==> src/rtl/shift_pkg.sv <==
// -----------------------------------------------------------------------------
// shift_pkg
// Shared definitions for the pipelined barrel shifter.
//   shift_mode_e : 2-bit operation field (SLL / SRL / SRA / ROR)
//   SHIFT_MODE_W : width of the mode field
// Optional feature macro: BARREL_SHIFT_ROR_EN (see shift_stage / barrel_shift_pipe)
// -----------------------------------------------------------------------------
package shift_pkg;

    localparam int SHIFT_MODE_W = 2;

    typedef enum logic [SHIFT_MODE_W-1:0] {
        SHIFT_SLL = 2'b00,
        SHIFT_SRL = 2'b01,
        SHIFT_SRA = 2'b10,
        SHIFT_ROR = 2'b11
    } shift_mode_e;

endpackage

==> src/rtl/shift_stage.sv <==
// -----------------------------------------------------------------------------
// shift_stage
// Combinational logic of one barrel-shifter stage: a per-bit 2:1 mux that
// either passes the operand through or shifts it by a fixed distance DIST.
// Ports:
//   data_i : operand entering the stage
//   en_i   : amount bit for this stage (1 = shift by DIST)
//   mode_i : SLL / SRL / SRA / ROR
//   sign_i : sign bit captured when the operation entered the pipeline
//   data_o : operand leaving the stage
// Macro BARREL_SHIFT_ROR_EN: when defined, ROR wraps LSBs back into the MSBs;
// when undefined, the wrap path is not built and ROR behaves as SRL.
// -----------------------------------------------------------------------------
module shift_stage
    import shift_pkg::*;
#(
    parameter int WIDTH = 32,
    parameter int DIST  = 1
) (
    input  logic [WIDTH-1:0] data_i,
    input  logic             en_i,
    input  shift_mode_e      mode_i,
    input  logic             sign_i,
    output logic [WIDTH-1:0] data_o
);

    // Select shifted or pass-through operand for this stage
    always_comb begin
        data_o = data_i;
        if (en_i) begin
            case (mode_i)
                SHIFT_SLL: data_o = {data_i[WIDTH-DIST-1:0], {DIST{1'b0}}};
                SHIFT_SRL: data_o = {{DIST{1'b0}}, data_i[WIDTH-1:DIST]};
                // The captured sign, not the current MSB, feeds the fill so
                // every stage agrees on the original operand's sign.
                SHIFT_SRA: data_o = {{DIST{sign_i}}, data_i[WIDTH-1:DIST]};
`ifdef BARREL_SHIFT_ROR_EN
                SHIFT_ROR: data_o = {data_i[DIST-1:0], data_i[WIDTH-1:DIST]};
`else
                SHIFT_ROR: data_o = {{DIST{1'b0}}, data_i[WIDTH-1:DIST]};
`endif
                default:   data_o = data_i;
            endcase
        end else begin
            data_o = data_i;
        end
    end

endmodule

==> src/rtl/barrel_shift_pipe.sv <==
// -----------------------------------------------------------------------------
// barrel_shift_pipe
// Pipelined barrel shifter: an entry register followed by SHW shift stages,
// each stage registered. An op accepted at edge N is on the output after
// edge N+SHW. A single advance signal moves or freezes the whole pipeline.
// Ports:
//   clk, rst            : clock, asynchronous active-high reset
//   in_valid/in_ready   : input handshake (in_ready = !out_valid || out_ready)
//   in_data, in_amt     : operand and shift amount (0..WIDTH-1)
//   in_mode             : 00 SLL, 01 SRL, 10 SRA, 11 ROR
//   out_valid/out_ready : output handshake
//   out_data            : registered shifted result
//   out_zero            : out_data == 0, decoded from the output register
// Macro BARREL_SHIFT_ROR_EN: enables rotate-right for mode 11 (else SRL).
// -----------------------------------------------------------------------------
module barrel_shift_pipe
    import shift_pkg::*;
#(
    parameter int WIDTH = 32,
    parameter int SHW   = $clog2(WIDTH)
) (
    input  logic             clk,
    input  logic             rst,
    input  logic             in_valid,
    output logic             in_ready,
    input  logic [WIDTH-1:0] in_data,
    input  logic [SHW-1:0]   in_amt,
    input  logic [1:0]       in_mode,
    output logic             out_valid,
    input  logic             out_ready,
    output logic [WIDTH-1:0] out_data,
    output logic             out_zero
);

    // Slot 0 is the entry register; slot k+1 holds the result of stage k.
    // Slot SHW is the output register and carries only valid + data.
    logic             valid_q [0:SHW];
    logic             valid_d [0:SHW];
    logic [WIDTH-1:0] data_q  [0:SHW];
    logic [WIDTH-1:0] data_d  [0:SHW];
    logic [SHW-1:0]   amt_q   [0:SHW-1];
    logic [SHW-1:0]   amt_d   [0:SHW-1];
    shift_mode_e      mode_q  [0:SHW-1];
    shift_mode_e      mode_d  [0:SHW-1];
    logic             sign_q  [0:SHW-1];
    logic             sign_d  [0:SHW-1];

    logic [WIDTH-1:0] stage_data_s [0:SHW-1];
    logic             adv_s;

    // Whole pipeline advances unless a valid result is blocked at the output
    assign adv_s     = !valid_q[SHW] || out_ready;
    assign in_ready  = adv_s;
    assign out_valid = valid_q[SHW];
    assign out_data  = data_q[SHW];
    assign out_zero  = (data_q[SHW] == {WIDTH{1'b0}});

    genvar k;
    generate
        for (k = 0; k < SHW; k++) begin : g_stage
            shift_stage #(
                .WIDTH (WIDTH),
                .DIST  (1 << k)
            ) u_stage (
                .data_i (data_q[k]),
                .en_i   (amt_q[k][k]),
                .mode_i (mode_q[k]),
                .sign_i (sign_q[k]),
                .data_o (stage_data_s[k])
            );
        end
    endgenerate

    // Next-state: load every slot from its predecessor on advance, else hold
    always_comb begin
        for (int i = 0; i <= SHW; i++) begin
            valid_d[i] = valid_q[i];
            data_d[i]  = data_q[i];
        end
        for (int i = 0; i < SHW; i++) begin
            amt_d[i]  = amt_q[i];
            mode_d[i] = mode_q[i];
            sign_d[i] = sign_q[i];
        end
        if (adv_s) begin
            valid_d[0] = in_valid;
            data_d[0]  = in_data;
            amt_d[0]   = in_amt;
            mode_d[0]  = shift_mode_e'(in_mode);
            sign_d[0]  = in_data[WIDTH-1];
            for (int i = 0; i < SHW; i++) begin
                valid_d[i+1] = valid_q[i];
                data_d[i+1]  = stage_data_s[i];
            end
            for (int i = 1; i < SHW; i++) begin
                amt_d[i]  = amt_q[i-1];
                mode_d[i] = mode_q[i-1];
                sign_d[i] = sign_q[i-1];
            end
        end else begin
            // Stall: the defaults above already hold every slot, bubbles included
            valid_d[0] = valid_q[0];
        end
    end

    // Pipeline registers with asynchronous clear of all in-flight state
    always_ff @(posedge clk or posedge rst) begin
        if (rst) begin
            for (int i = 0; i <= SHW; i++) begin
                valid_q[i] <= 1'b0;
                data_q[i]  <= {WIDTH{1'b0}};
            end
            for (int i = 0; i < SHW; i++) begin
                amt_q[i]  <= {SHW{1'b0}};
                mode_q[i] <= SHIFT_SLL;
                sign_q[i] <= 1'b0;
            end
        end else begin
            for (int i = 0; i <= SHW; i++) begin
                valid_q[i] <= valid_d[i];
                data_q[i]  <= data_d[i];
            end
            for (int i = 0; i < SHW; i++) begin
                amt_q[i]  <= amt_d[i];
                mode_q[i] <= mode_d[i];
                sign_q[i] <= sign_d[i];
            end
        end
    end

endmodule

==> config.mk <==
export PLATFORM = sky130hd
export DESIGN_NAME = barrel_shift_pipe
export DESIGN_NICKNAME = d
export VERILOG_FILES = /design/src/rtl/shift_pkg.sv /design/src/rtl/shift_stage.sv /design/src/rtl/barrel_shift_pipe.sv
export SDC_FILE = /design/constraint.sdc
export NUM_CORES = 1
export LEC_CHECK = 0
export CORE_MARGIN = 2
export CORE_UTILIZATION = 54
export DETAILED_ROUTE_END_ITERATION = 12
export PLACE_DENSITY = 0.79
export SYNTH_ARGS = -nofsm -noshare
export SYNTH_HDL_FRONTEND = slang
export SYNTH_SLANG_ARGS = --single-unit
==> constraint.sdc <==
create_clock -name clk -period 6.7 [get_ports clk]
set_input_delay 1.005 -clock clk [delete_from_list [all_inputs] [get_ports clk]]
set_output_delay 1.005 -clock clk [all_outputs]
set_load 0.02 [all_outputs]
Word level (Yosys, flattened, before mapping):

Index checks and enable logic that the tools add are counted.

* equal/unequal tests: 15
* multiplexer cells: 10
* reduce and logical (&&, ||, !) cells: 13

Operators with widths (count)
* 32-bit case mux with 3 select lines: 5
* 32-bit 2-to-1 mux: 5
* 32-bit zero test: 1
* 2-bit equality test (second input constant): 10
* 2-bit by 1-bit equality test with 1-bit output (second input constant): 5
* 2-bit zero test: 5
* 2-bit OR reduction: 5
* 1-bit zero test: 1
* 1-bit logical OR: 1

* flip-flop bits (word level): 238
* input port bits: 43
* output and inout bits: 35
* logic and storage cells: 65

Longest topological paths before layout:

* depth after elaboration: 4
* mapped depth: 7
* mapped depth without buffers: 4

Hierarchy:

A second synthesis with hierarchy kept.

* cell total of the unflattened synthesis: 1192
* area total of the unflattened synthesis: 12767.2 um2

By module, submodules not included
* barrel_shift_pipe: times used 1, cells an instance 524, area an instance 8874.8 um2, sequential area each 5680.4 um2
* shift_stage at g_stage[0].u_stage: times used 1, cells an instance 146, area an instance 833.3 um2, sequential area each 0.0 um2
* shift_stage at g_stage[1].u_stage: times used 1, cells an instance 145, area an instance 829.5 um2, sequential area each 0.0 um2
* shift_stage at g_stage[2].u_stage: times used 1, cells an instance 139, area an instance 789.5 um2, sequential area each 0.0 um2
* shift_stage at g_stage[3].u_stage: times used 1, cells an instance 129, area an instance 744.5 um2, sequential area each 0.0 um2
* shift_stage at g_stage[4].u_stage: times used 1, cells an instance 109, area an instance 695.7 um2, sequential area each 0.0 um2

Least setup slack after synthesis:

Ideal clock, no wire load.

* path type: input port to output port
* start point: input port out_ready
* end point: output port in_ready
* arrival time: 1676 ps
* data required time: 5695 ps
* setup slack: 4019 ps
* stages on the path: 4
* buffers on the path: 2
* cells stage by stage: nor2b_4 inv_2 buf_2 buf_1

* cells in the longest elaborated chain, start to end: 1

RTL lines
* start: declaration: line barrel_shift_pipe.sv:30 `input logic out_ready,`
* 1-bit logical OR: line barrel_shift_pipe.sv:52 `assign adv_s = !valid_q[SHW] || out_ready;`
* end: declaration: line barrel_shift_pipe.sv:25 `output logic in_ready,`

Every way passes these cells.

Final worst setup path:

Ends and elaborated chain as after synthesis.

==> results.toml <==
[run_status]
status = "completed"

[cells_and_area]
syn2layout_area_growth_pct = 11.0
nFillCells = 1686
drive_above_1_share = 0.0504
antenna_cells = 0
final_cell_mix = "nand2_1 (359), dfrtp_1 (227), nand3_1 (99), mux2i_1 (98), o211ai_1 (98)"
fin_cells = 1499
nNetsFinal = 1254
mostFrequentLayoutCell = "nand2_1"

[clock_tree]
htreeDepth = 1
post-cts-setup-buffer-count = 0
cts_tree = "yes"
numCtsBuffers = 25
cts_root_buffer = "clkbuf_16"
cts-resized-gates = 0
clkTransAtPathRegs_ps = 60
worstSkewPairLatency_ps = 520
cts.sinks = 227
holdBufCountCts = 0
cts_buffer_depth = 3

[route]
drtAntennaViolNets = 0
wirelength_um = 25400
dr.pass1.iters = 5
vias = 8759
via_per_inst = 5.84
drt_iter0_markers = 801
wl_per_cell_um = 17.0
route.detailed.drc = 0

[logic_synthesis]
synthAdderAreaFrac = 0
yosysSeqAreaShare = 0.503
synth-xor-area-share = 0
yosysWarnings = 0
synth_compound_area_frac = 0.124
synthMuxAreaShare = 0.0929
synth-simple-area-share = 0.210
syn_area_um2 = 11300
synth_top_family_by_area = "simple AND/OR/NAND/NOR gates"
avgSynthCellArea_um2 = 9.22
synth_nets = 1267
synth_seq_cells = 227
synth.distinct_cells = 33
syn_inst = 1224

[sta]
fmax_mhz = 260
skew_ps = 9.51
maxSlewViolCount = 0
worstMarginPinSlew_ps = 1290
relSlewSlack = 0.139
fin_setup_tns_ps = 0
setup-violations-final = 0
finalCritPeriodShare = 0.575
fin_crit_ps = 3850
rsz0062_at_grt = "false"
hold_viol = 0

[placement]
dp.cells = 1454
numPortBuffers = 77
routabilityCongestion = 0.792
hpwl_um = 16300

[global_routing]
grt_max_degree = 257
antenna_found_initial = 0
grt_pass1_wl_um = 42700
track_usage = 0.234
grt_pass1_vias = 8417
grt.overflow.total = 0

[critical_path]
path_buf_inv = 3
crit_arrival_ps = 2850
cp_top_family = "buffers and inverters"
max_stage_delay_ps = 770
endpoint_kind = "primary output"
crit_chain = "clkdlybuf4s50_1 > nor2b_4 > inv_6 > clkdlybuf4s50_1"
critical_path.most_common_cell = "clkdlybuf4s50_1"
path_class = "in -> out"
required_ps = 5690
critPathMaxFanout = 85
worst_path_max_delay_cell = "clkdlybuf4s50_1"
crit_path_start_kind = "input pin"

[power_and_ir_drop]
switching_share = 0.403
p_comb_frac = 0.380
p_clk_frac = 0.209
p_leak_nw = 5.51
power.internal_mw = 3.81
seqPwrFrac = 0.411
p_per_area_nw_per_um2 = 509
p_sw_mw = 2.57
peakVddDrop_mv = 0.289

[floorplan]
die-area_um2 = 22100
io_pins = 78
die_h_um = 149
die_w_um = 149
row_count = 52
initial_utilization = 0.554
core_um2 = 20400

[hold_path]
hold_path_class = "reg -> reg"

[job]
cap_violations = 0
-- kinds of logic after synthesis --
| family | count (synthesis) |
|---|---|
| flip-flops | 227 |
| buffers and inverters | 132 |
| multiplexers | 104 |
| AO/OA/AOI/OAI | 198 |
| AND/OR/NAND/NOR | 563 |
-- through the flow --
step	total power, mW	utilization	worst slack (ps)	hold slack [ps]	instance area (um^2)
6_report	6.38	0.616	2850	464	12500
5_1_grt	6.80	0.616	2780	485	12500
4_1_cts	6.40	0.616	2860	467	12500
3_5_place_dp	5.05	0.576	2880	456	11700
3_3_place_gp	4.94	0.576	2890	448	11700
2_1_floorplan	4.49	-	2730	430	11300
-- per-layer routing --
layer	vias up	GRT usage	part of all wire	routed length, um
met5	-	0	0	0
met3	54	0.0276	0.048	1220
li1	4189	-	-	-
met4	0	0.0795	0.034	855
met2	270	0.386	0.48	12200
met1	4246	0.326	0.44	11100
-- power by group through the flow --
stage	sequential, mW	combinational [mW]	clock (mW)
5_1_grt	2.70	2.69	1.41
4_1_cts	2.61	2.43	1.36
2_1_floorplan	2.36	2.14	0
3_5_place_dp	2.63	2.42	0
6_report	2.62	2.43	1.33
3_3_place_gp	2.60	2.34	0
-- state kept, by name, indices dropped and copies added, names as in the netlist --
register   cells
amt_q         15
out_valid      1
data_q       160
mode_q        10
sign_q         4
valid_q        5
out_data      32
-- Yosys cell counts --
cell | count | area share
o21ai_0 | 34 | 0.015
nor2_1 | 41 | 0.014
a31oi_1 | 21 | 0.012
nor2_2 | 1 | 0.00055
a311oi_2 | 1 | 0.0013
nand2_1 | 359 | 0.12
nand4_1 | 2 | 0.0011
nand2b_1 | 1 | 0.00055
buf_1 | 3 | 0.0010
mux2_2 | 6 | 0.0060
o21ai_1 | 1 | 0.00044
buf_2 | 31 | 0.014
or2_1 | 2 | 0.0011
nand3_1 | 99 | 0.044
dfrtp_1 | 227 | 0.50
o211a_2 | 1 | 0.00089
or2_2 | 2 | 0.0011
a221oi_1 | 6 | 0.0047
mux2i_1 | 98 | 0.087
nor2b_4 | 1 | 0.0012
nor3_1 | 24 | 0.011
inv_1 | 4 | 0.0013
o211ai_1 | 98 | 0.065
a21oi_1 | 1 | 0.00044
clkbuf_1 | 33 | 0.011
nor2b_1 | 22 | 0.012
inv_2 | 3 | 0.0010
buf_4 | 50 | 0.033
nor4_1 | 8 | 0.0044
a211oi_1 | 24 | 0.016
a2bb2oi_1 | 11 | 0.0085
nand3b_1 | 1 | 0.00067
buf_6 | 8 | 0.0080
-- worst reg2reg max path: stages, from the launching register on --
cell      delay [ps]
dfrtp_1          370
nor2b_4          150
inv_6            450
buf_4            630
nand2_1          670
o211ai_1         390
-- path summary, 6_finish.rpt --
check                                 startpoint                 endpoint  slack (ps)  cells past startpoint
max                                    out_ready                 in_ready        2850                      4
min                         amt_q[9]$_DFFE_PP0P_     amt_q[9]$_DFFE_PP0P_         460                      2
max reg2reg                out_valid$_DFFE_PP0P_   data_q[89]$_DFFE_PP0P_        3940                      5
min reg2reg                 amt_q[9]$_DFFE_PP0P_     amt_q[9]$_DFFE_PP0P_         460                      2
max in group asynchronous                    rst  data_q[110]$_DFFE_PP0P_        4710                      3
min in group asynchronous                    rst  out_data[7]$_DFFE_PP0P_         740                      2
-- cell type report --
type                    count  area (um^2)  area share
multi-input cells         865         4830       0.385
inverters                   7         35.0     0.00279
repair buffers             85          843      0.0673
clock inverters             6         58.8     0.00469
well taps                 270          338      0.0270
flip-flops and latches    227         5680       0.453
clock buffers              39          748      0.0597
No activity file was read; power rests on OpenSTA's default activity.
